$ cat src/rtl/imem_port_arb_pkg.sv
// Shared encodings for the instruction-memory port sequencer: FSM states,
// requester identity and the supported memory latency range.
package imem_port_arb_pkg;

    typedef enum logic [1:0] {
        ST_IDLE  = 2'd0,
        ST_ISSUE = 2'd1,
        ST_WAIT  = 2'd2,
        ST_RESP  = 2'd3
    } state_e;

    typedef enum logic {
        OWN_FETCH = 1'b0,
        OWN_DEBUG = 1'b1
    } owner_e;

    localparam int MEM_LAT_MIN = 1;
    localparam int MEM_LAT_MAX = 7;
    localparam int LAT_CNT_W   = $clog2(MEM_LAT_MAX + 1);

endpackage

$ cat src/rtl/rr_arb2.sv
// Two-way round-robin picker; req[0] is fetch, req[1] is debug. On a tie the
// requester that did not own the previous transaction wins.
module rr_arb2
    import imem_port_arb_pkg::*;
(
    input  logic [1:0] req,
    input  owner_e     last_owner,
    output logic [1:0] gnt,
    output owner_e     owner
);

    always_comb begin
        gnt   = 2'b00;
        owner = OWN_FETCH;
        case (req)
            2'b01: begin
                gnt   = 2'b01;
                owner = OWN_FETCH;
            end
            2'b10: begin
                gnt   = 2'b10;
                owner = OWN_DEBUG;
            end
            2'b11: begin
                if (last_owner == OWN_FETCH) begin
                    gnt   = 2'b10;
                    owner = OWN_DEBUG;
                end else begin
                    gnt   = 2'b01;
                    owner = OWN_FETCH;
                end
            end
            default: begin
                gnt   = 2'b00;
                owner = OWN_FETCH;
            end
        endcase
    end

endmodule

$ cat src/rtl/imem_port_arb.sv
// Shares one fixed-latency instruction-memory port between fetch (read-only)
// and a debug/loader master, one transaction in flight at a time.
module imem_port_arb
    import imem_port_arb_pkg::*;
#(
    parameter int ADDR_W  = 32,
    parameter int DATA_W  = 32,
    parameter int MEM_LAT = 1
) (
    input  logic              clk,
    input  logic              reset,
    input  logic              f_req,
    input  logic [ADDR_W-1:0] f_addr,
    output logic              f_gnt,
    output logic              f_rvalid,
    output logic [DATA_W-1:0] f_rdata,
    output logic              f_stall,
    input  logic              d_req,
    input  logic              d_we,
    input  logic [ADDR_W-1:0] d_addr,
    input  logic [DATA_W-1:0] d_wdata,
    output logic              d_gnt,
    output logic              d_rvalid,
    output logic [DATA_W-1:0] d_rdata,
    output logic              mem_en,
    output logic              mem_we,
    output logic [ADDR_W-1:0] mem_addr,
    output logic [DATA_W-1:0] mem_wdata,
    input  logic [DATA_W-1:0] mem_rdata,
    output logic              busy
);

    if (MEM_LAT < MEM_LAT_MIN || MEM_LAT > MEM_LAT_MAX) begin : g_bad_lat
        $error("imem_port_arb: MEM_LAT must be within 1..7");
    end

    localparam logic [LAT_CNT_W-1:0] CNT_LOAD = LAT_CNT_W'(MEM_LAT - 1);

    state_e                state_q, state_d;
    owner_e                last_owner_q, last_owner_d;
    owner_e                owner_q, owner_d;
    owner_e                arb_owner;
    logic [LAT_CNT_W-1:0]  cnt_q, cnt_d;
    logic                  we_q, we_d;
    logic                  mem_en_q, mem_en_d;
    logic                  mem_we_q, mem_we_d;
    logic [ADDR_W-1:0]     mem_addr_q, mem_addr_d;
    logic [DATA_W-1:0]     mem_wdata_q, mem_wdata_d;
    logic                  f_rvalid_q, f_rvalid_d;
    logic                  d_rvalid_q, d_rvalid_d;
    logic [DATA_W-1:0]     f_rdata_q, f_rdata_d;
    logic [DATA_W-1:0]     d_rdata_q, d_rdata_d;
    logic [1:0]            arb_gnt;
    logic [1:0]            gnt;
    logic                  arb_en;

    rr_arb2 u_rr_arb2 (
        .req        ({d_req, f_req}),
        .last_owner (last_owner_q),
        .gnt        (arb_gnt),
        .owner      (arb_owner)
    );

    // Grants are masked while reset is held so every output reads 0 in reset.
    assign arb_en  = reset && (state_q == ST_IDLE || state_q == ST_RESP);
    assign gnt     = arb_gnt & {2{arb_en}};
    assign f_gnt   = gnt[0];
    assign d_gnt   = gnt[1];
    assign f_stall = reset & f_req & ~gnt[0];
    assign busy    = (state_q != ST_IDLE);

    always_comb begin
        state_d      = state_q;
        last_owner_d = last_owner_q;
        owner_d      = owner_q;
        cnt_d        = cnt_q;
        we_d         = we_q;
        mem_en_d     = 1'b0;
        mem_we_d     = 1'b0;
        mem_addr_d   = mem_addr_q;
        mem_wdata_d  = mem_wdata_q;
        f_rvalid_d   = 1'b0;
        d_rvalid_d   = 1'b0;
        f_rdata_d    = f_rdata_q;
        d_rdata_d    = d_rdata_q;

        case (state_q)
            ST_IDLE, ST_RESP: begin
                if (|gnt) begin
                    owner_d      = arb_owner;
                    last_owner_d = arb_owner;
                    we_d         = gnt[1] & d_we;
                    mem_en_d     = 1'b1;
                    mem_we_d     = gnt[1] & d_we;
                    mem_addr_d   = gnt[1] ? d_addr : f_addr;
                    mem_wdata_d  = gnt[1] ? d_wdata : '0;
                    state_d      = ST_ISSUE;
                end else begin
                    state_d      = ST_IDLE;
                end
            end
            ST_ISSUE: begin
                cnt_d   = CNT_LOAD;
                state_d = ST_WAIT;
            end
            ST_WAIT: begin
                if (cnt_q == '0) begin
                    if (!we_q) begin
                        if (owner_q == OWN_FETCH) f_rdata_d = mem_rdata;
                        else                      d_rdata_d = mem_rdata;
                    end
                    f_rvalid_d = (owner_q == OWN_FETCH);
                    d_rvalid_d = (owner_q == OWN_DEBUG);
                    state_d    = ST_RESP;
                end else begin
                    cnt_d = cnt_q - LAT_CNT_W'(1);
                end
            end
            default: state_d = ST_IDLE;
        endcase
    end

    always_ff @(posedge clk or negedge reset) begin
        if (!reset) begin
            state_q      <= ST_IDLE;
            last_owner_q <= OWN_DEBUG;
            owner_q      <= OWN_FETCH;
            cnt_q        <= '0;
            we_q         <= 1'b0;
            mem_en_q     <= 1'b0;
            mem_we_q     <= 1'b0;
            mem_addr_q   <= '0;
            mem_wdata_q  <= '0;
            f_rvalid_q   <= 1'b0;
            d_rvalid_q   <= 1'b0;
            f_rdata_q    <= '0;
            d_rdata_q    <= '0;
        end else begin
            state_q      <= state_d;
            last_owner_q <= last_owner_d;
            owner_q      <= owner_d;
            cnt_q        <= cnt_d;
            we_q         <= we_d;
            mem_en_q     <= mem_en_d;
            mem_we_q     <= mem_we_d;
            mem_addr_q   <= mem_addr_d;
            mem_wdata_q  <= mem_wdata_d;
            f_rvalid_q   <= f_rvalid_d;
            d_rvalid_q   <= d_rvalid_d;
            f_rdata_q    <= f_rdata_d;
            d_rdata_q    <= d_rdata_d;
        end
    end

    assign mem_en    = mem_en_q;
    assign mem_we    = mem_we_q;
    assign mem_addr  = mem_addr_q;
    assign mem_wdata = mem_wdata_q;
    assign f_rvalid  = f_rvalid_q;
    assign d_rvalid  = d_rvalid_q;
    assign f_rdata   = f_rdata_q;
    assign d_rdata   = d_rdata_q;

endmodule

$ cat config.mk
export PLATFORM = sky130hd
export DESIGN_NAME = imem_port_arb
export DESIGN_NICKNAME = d
export VERILOG_FILES = /design/src/rtl/imem_port_arb_pkg.sv /design/src/rtl/rr_arb2.sv /design/src/rtl/imem_port_arb.sv
export SDC_FILE = /design/constraint.sdc
export NUM_CORES = 1
export LEC_CHECK = 0
export CORE_ASPECT_RATIO = 1.5
export CORE_UTILIZATION = 40
export CTS_BUF_LIST = sky130_fd_sc_hd__clkbuf_8 sky130_fd_sc_hd__clkbuf_16
export DETAILED_ROUTE_END_ITERATION = 8
export DONT_BUFFER_PORTS = 1
export SLEW_MARGIN = 5
export SYNTH_ARGS = -nofsm -noshare
export SYNTH_HDL_FRONTEND = slang
export SYNTH_SLANG_ARGS = --single-unit
$ cat constraint.sdc
create_clock -name clk -period 2.7 [get_ports clk]
set_clock_uncertainty 0.1 [all_clocks]
set_input_delay 0 -clock clk [delete_from_list [all_inputs] [get_ports clk]]
set_output_delay 0 -clock clk [all_outputs]
set_load 0.1 [all_outputs]
==> results of run 1 <==
## worst min path at each step
stage	depth (start not counted)	to	from	slack, ns
floorplan	0	cnt_q[0]	reset	-0.40
global placement	0	mem_addr[9]	reset	-0.39
detailed placement	0	mem_wdata[20]	reset	-0.39
CTS	0	mem_wdata[8]	reset	-0.83
global route	0	mem_addr[7]	reset	-0.84
finish	0	mem_addr[7]	reset	-0.81
## sequential cells by signal, summed over array words and instances, names as in the netlist
| register | flops |
|---|---|
| we_q | 1 |
| d_rdata | 32 |
| f_rvalid | 1 |
| cnt_q | 3 |
| mem_addr | 32 |
| last_owner_q | 1 |
| mem_wdata | 32 |
| mem_we | 1 |
| f_rdata | 32 |
| owner_q | 1 |
| state_q | 2 |
| mem_en | 1 |
| d_rvalid | 1 |
## cells by family after synthesis
logic type / Yosys count
compound gates: 141
flops: 140
buf+inv: 80
mux: 64
simple gates: 18
fa+ha+maj: 4
## per-stage QoR
step / hold WS, ns / worst slack (ns) / TNS [ns] / std cells
detailed placement: -0.392 / 0.513 / 0 / 643
CTS: -0.832 / 0.0427 / 0 / 808
global route: -0.843 / -0.0268 / -0.0268 / 810
global placement: -0.393 / 0.531 / 0 / 643
finish: -0.812 / 0.121 / 0 / 810
floorplan: -0.396 / 0.667 / 0 / 447
## cells in the mapped netlist (2+ instances only)
library cell / count
dfrtp_1: 139
mux2_2: 63
inv_1: 42
a22o_1: 36
a2111oi_0: 32
a211o_1: 32
o21a_1: 32
clkbuf_1: 21
buf_2: 16
ha_1: 4
nand2_1: 4
nand2b_1: 4
and3_1: 3
o21ai_0: 3
a21o_1: 2
o22ai_1: 2
## routing by layer
layer / vias to the layer above / routed length [um] / share of wire, % / GRT usage (%)
met3: 24 / 1330 / 8.5 / 7.24
li1: 1967 / - / - / -
met2: 208 / 8250 / 53 / 35.7
met5: - / 0 / 0 / 0
met1: 2220 / 5690 / 37 / 21.5
met4: 0 / 300 / 1.9 / 7.90
## cell type report
type / count / area, sq um / area share (%)
clock buffer: 19 / 453 / 5.41
timing repair buffer: 177 / 1680 / 20.1
multi-input combinational: 228 / 2130 / 25.4
tap: 192 / 240 / 2.87
clock inverter: 12 / 210 / 2.51
inverter: 42 / 158 / 1.88
sequential: 140 / 3500 / 41.9
## critical path, cell delays in order (launching register included)
cell and delay (ns):
dfrtp_1 0.35, inv_1 0.06, ha_1 0.35, nand2b_2 0.20, buf_6 0.22, a2111oi_0 0.49, a211o_1 0.15, dlygate4sd3_1 0.55
## what timing repair did
item / in CTS / in global routing
buffers inserted: 0 / 1
endpoints found under the setup margin: 0 / 31
endpoints found under the hold margin: 274 / 140
gates resized for setup: 0 / 19
==> results by group, run 1 <==
Status
  – Status: finished with violations
  – Violated checks: hold timing

Cells and area
  – Final net count: 743
  – Layout cells sized above 1: 24.4%
  – Ant. Diodes: 0
  – Fill cells: 1,138
  – Area Overhead vs Synth: 42.4%
  – Post-route cell area: 0.00837 sq mm
  – Final Util: 59.0%
  – Leading cell type in the layout, fill and taps excluded: dfrtp_1
  – Most frequent cells in the layout: dfrtp_1 (139), dlygate4sd3_1 (134), mux2_2 (63), inv_1 (42), buf_4 (41)

Routing
  – Via/cell ratio: 5.46
  – Detail Route Antenna Nets: 0
  – DR vias: 4,419
  – Residual DRC count: 0
  – Wire per inst: 19.2 um
  – Initial DRT Pass Iterations: 4
  – DRC marker count from the first detailed-route iteration: 137
  – Drt total wl: 15,600 um

Place
  – Detailed Place HPWL: 9330 um
  – Number of port buffers: 0
  – Final RePlAce weighted congestion: 0.748
  – Placed Area: 0.00630 sq mm

Yosys
  – Post-synth ARST share: 100%
  – Synth top area share: 59.1%
  – Synth Register Bits: 140
  – Post-synth top area cell: dfrtp_1
  – Avg Inst Size Synth: 13.2 sq um
  – Post-synth EDFFs: 0
  – Top FF cell, synth: dfrtp_1
  – Synth Cell Area: 0.00588 sq mm
  – Post-synthesis sequential area ratio: 59.6%
  – Simple-gate share of the synthesized area: 1.79%
  – Mux contribution to synthesized area: 12.3%
  – Largest family of logic cells by synthesized area: compound AO/OA/AOI/OAI gates
  – Post-synth cell types: 28
  – Adder-cell share of the synthesized area: 0.851%
  – Cells after synthesis: 447
  – Top cells by area, synth: dfrtp_1 (59%), mux2_2 (12%), a22o_1 (5.4%), a2111oi_0 (4.8%), a211o_1 (4.8%)
  – Synth Area in Compound Gates: 19.9%
  – Warning count from the yosys run: 0
  – XOR/XNOR Fraction of Synth Area: 0%
  – Net count after synthesis: 584

Clocking
  – TritonCTS Sinks: 140
  – TritonCTS clock tree: done
  – Num CTS Buffers: 17
  – # hold bufs at CTS: 134
  – Clock Tree Buf Depth: 2
  – H-tree Lvls: 4
  – CTS Root Cell: clkbuf_16
  – Worst-Skew Late Latency: 0.40 ns
  – Clk slew on worst S/H paths: 0.06 ns

Timing
  – Slew headroom: 37.5%
  – Fmax: 388 MHz
  – Minimum hold slack: -0.812 ns
  – Min cycle time layout: 2.58 ns
  – Final Cycle Share: 95.5%
  – Worst Max-Slew Pin Slew: 0.937 ns
  – Final Max Slew Viols: 0
  – Endpoints failing setup: 0
  – Final Hold Viols: 140

GRT
  – GRT Total Usage: 20.1%
  – GRT overflow: 0
  – Number of global-route vias before repair: 4,782
  – First-pass GRT wire length: 23,500 um
  – Initial antenna violation count: 0
  – Largest net degree at the start of global routing: 144

Worst setup path
  – Worst Setup End Kind: flip-flop
  – CP max FO: 64
  – Critical Path Start: state_q[0]
  – CP Class: reg -> reg
  – Crit path DAT: 2.81 ns
  – Crit path capture: mem_addr[13]
  – Worst Path Required: 2.94 ns
  – FF-to-FF path depth: 7
  – Flop-to-flop setup slack: 0.12 ns
  – CP startpoint kind: flip-flop
  – Worst r2r src: state_q[0]
  – Crit Reg-Reg Endpoint: mem_addr[13]

Die
  – Row count: 53
  – Die Span Y: 151 um
  – Initial core utilization: 41.4%
  – Ports: 269
  – Core area: 0.0142 sq mm
  – Die ar.: 0.0152 sq mm
  – Die Wd: 101 um

Min path
  – Worst hold path type: in -> async

Job
  – Max cap viols: 0
Power of run 1 is not shown: default switching activity piles up to over one toggle a cycle in this logic, so the estimate is an artifact.
==> run 2, diff against run 1 <==
--- a/config.mk
+++ b/config.mk
@@ -10,6 +10,7 @@
 export CTS_BUF_LIST = sky130_fd_sc_hd__clkbuf_8 sky130_fd_sc_hd__clkbuf_16
 export DETAILED_ROUTE_END_ITERATION = 8
 export DONT_BUFFER_PORTS = 1
+export PLACE_DENSITY = 0.63
 export SLEW_MARGIN = 5
 export SYNTH_ARGS = -nofsm -noshare
 export SYNTH_HDL_FRONTEND = slang
==> run 2 against run 1 <==
  * The run still ends with hold timing left
  * Clock-buffer cell count is 2 lower
  * Non-clock buffer count is 2 higher
  * Critical path type unchanged
  * Critical endpoint is now mem_wdata[6]
  * Final cell count is 0.37% higher
  * Core utilization is 0.72 points lower
  * Global-route usage is 0.57 points higher
  * Largest cell class unchanged
  * Sequential share of layout area is 0.52 points higher
  * Highest routed layer unchanged
==> results by group, run 2 (same netlist as run 1, synthesis figures left out) <==
Timing
  – Final Hold Viols: 140 (unchanged)
  – RSZ-0062 raised after global routing: false
  – Worst Max-Slew Pin Slew: 1.19 ns (+0.254 ns)
  – Slew headroom: 20.3% (-17 points)
  – Fin Setup TNS: 0 ns (unchanged)
  – Min cycle time layout: 2.57 ns (-0.0122 ns)
  – Final Cycle Share: 95.1% (-0.45 points)
  – Final Max Slew Viols: 0 (unchanged)
  – Endpoints failing setup: 0 (unchanged)
  – Minimum hold slack: -0.818 ns (-0.00563 ns)
  – Fmax: 390 MHz (+0.47%)

Cells and area
  – Ant. Diodes: 0 (unchanged)
  – Multi-input combinational cell area: 0.00208 sq mm (-2.2%)
  – Area Overhead vs Synth: 40.6%
  – Layout Cells excl Fill: 813 (+0.37%)
  – Layout cells sized above 1: 23.7% (-0.76 points)
  – Final net count: 745 (+0.27%)
  – FF/Latch Area: 0.00350 sq mm (unchanged)
  – Leading cell type in the layout, fill and taps excluded: dfrtp_1
  – Post-route cell area: 0.00827 sq mm (-1.2%)
  – Fill cells: 1,140 (+0.18%)
  – Most frequent cells in the layout: dfrtp_1 (139), dlygate4sd3_1 (134), mux2_2 (63), buf_4 (44), inv_1 (42)

Worst setup path
  – Top delay family on crit path: buffers and inverters
  – Crit Reg-Reg Endpoint: mem_wdata[6]
  – Crit-path cells: inv_1, ha_1, nor2b_1, o21ai_2, dlygate4sd3_1, buf_4, a22o_1
  – CP max FO: 34 (-47%)
  – Worst path slowest cell: dlygate4sd3_1
  – Worst Setup End Kind: flip-flop
  – CP Class: reg -> reg
  – WP buf/inv: 3 (unchanged)
  – CP startpoint kind: flip-flop
  – Flop-to-flop setup slack: 0.13 ns (about the same)
  – Worst Path Required: 2.89 ns (-0.05 ns)
  – Crit path DAT: 2.75 ns (-0.06 ns)
  – Worst r2r src: state_q[0]
  – Slowest stage delay, CP: 0.61 ns (+0.06 ns)
  – FF-to-FF path depth: 7 (unchanged)

GRT
  – First-pass GRT wire length: 24,200 um (+2.8%)
  – Number of global-route vias before repair: 4,845 (+1.3%)
  – GRT overflow: 0 (unchanged)
  – Largest net degree at the start of global routing: 144 (unchanged)
  – GRT Total Usage: 20.7% (+0.57 points)
  – Initial antenna violation count: 0 (unchanged)

Routing
  – DR vias: 4,451 (+0.72%)
  – Met1 Routed Length: 5890 um (+3.5%)
  – Via/cell ratio: 5.47 (+0.35%)
  – Wire per inst: 19.6 um (+2.0%)
  – Top routing layer used: met4
  – Detail Route Antenna Nets: 0 (unchanged)
  – Drt total wl: 15,900 um (+2.4%)
  – DRC marker count from the first detailed-route iteration: 154 (+12%)
  – Initial DRT Pass Iterations: 6 (+2)
  – Met2 wire length: 8130 um (-1.4%)
  – Routed length on met3: 1460 um (+10%)
  – Residual DRC count: 0 (unchanged)

Clocking
  – Num CTS Buffers: 17 (unchanged)
  – TritonCTS clock tree: done
  – Clock Tree Buf Depth: 2 (unchanged)
  – Clk slew on worst S/H paths: 0.07 ns (about the same)
  – TritonCTS Sinks: 140 (unchanged)
  – H-tree Lvls: 4 (unchanged)
  – CTS Root Cell: clkbuf_16
  – # hold bufs at CTS: 134 (unchanged)
  – Worst-Skew Late Latency: 0.40 ns (about the same)

Status
  – Violated checks: hold timing
  – Status: finished with violations

Die
  – Die Span Y: 151 um (unchanged)
  – Row count: 53 (unchanged)
  – Ports: 269 (unchanged)
  – Initial core utilization: 41.4% (unchanged)
  – Die ar.: 0.0152 sq mm (unchanged)
  – Core area: 0.0142 sq mm (unchanged)
  – Die Wd: 101 um (unchanged)

Place
  – Placed Area: 0.00630 sq mm (unchanged)
  – Detailed Place HPWL: 9270 um (-0.61%)
  – Number of port buffers: 0 (unchanged)
  – Dpl cells: 643 (unchanged)
  – Final RePlAce weighted congestion: 0.748 (unchanged)

Job
  – Max cap viols: 0 (unchanged)

Min path
  – Worst hold path type: in -> async
==> run 2: area by class of cell <==
| class | instances | area share, % |
|---|---|---|
| clock inverter | 15 | 2.07 |
| multi-input combinational | 228 | 25.1 |
| sequential | 140 | 42.4 |
| inverter | 42 | 1.91 |
| timing repair buffer | 179 | 20.5 |
| clock buffer | 17 | 5.14 |
| tap | 192 | 2.90 |
==> run 2: how the worst max path moves through the flow <==
stage / start / to / slack (ns) / cells after the start
2_1_floorplan: state_q[0] / mem_wdata[10] / 0.67 / 7
3_3_place_gp: state_q[0] / mem_addr[1] / 0.57 / 6
3_5_place_dp: state_q[1] / mem_addr[27] / 0.34 / 6
4_1_cts: state_q[0] / mem_addr[10] / 0.02 / 7
5_1_grt: state_q[0] / mem_addr[3] / 0.02 / 6
6_report: state_q[0] / mem_wdata[6] / 0.13 / 7
==> run 2: routing by layer <==
metal	track usage, %	vias to the layer above
met3	7.20	36
met5	0	-
met4	10.1	0
met1	22.7	2195
li1	-	1970
met2	35.3	250
==> run 2: what timing repair did <==
| item | 4_1_cts | 5_1_grt |
|---|---|---|
| endpoints found under the hold margin | 274 | 140 |
| buffers inserted | 0 | 3 |
| gates resized for setup | 0 | 1 |
| setup endpoints to repair | 0 | 3 |
==> run 2: metrics by stage <==
step / setup WS, ns / util [%]
finish: 0.133 / 58.3
global route: 0.0224 / 58.3
CTS: 0.0213 / 58.1
detailed placement: 0.345 / 44.4
global placement: 0.570 / 44.4
floorplan: 0.667 / -
Power of run 2 is left out for the same reason.
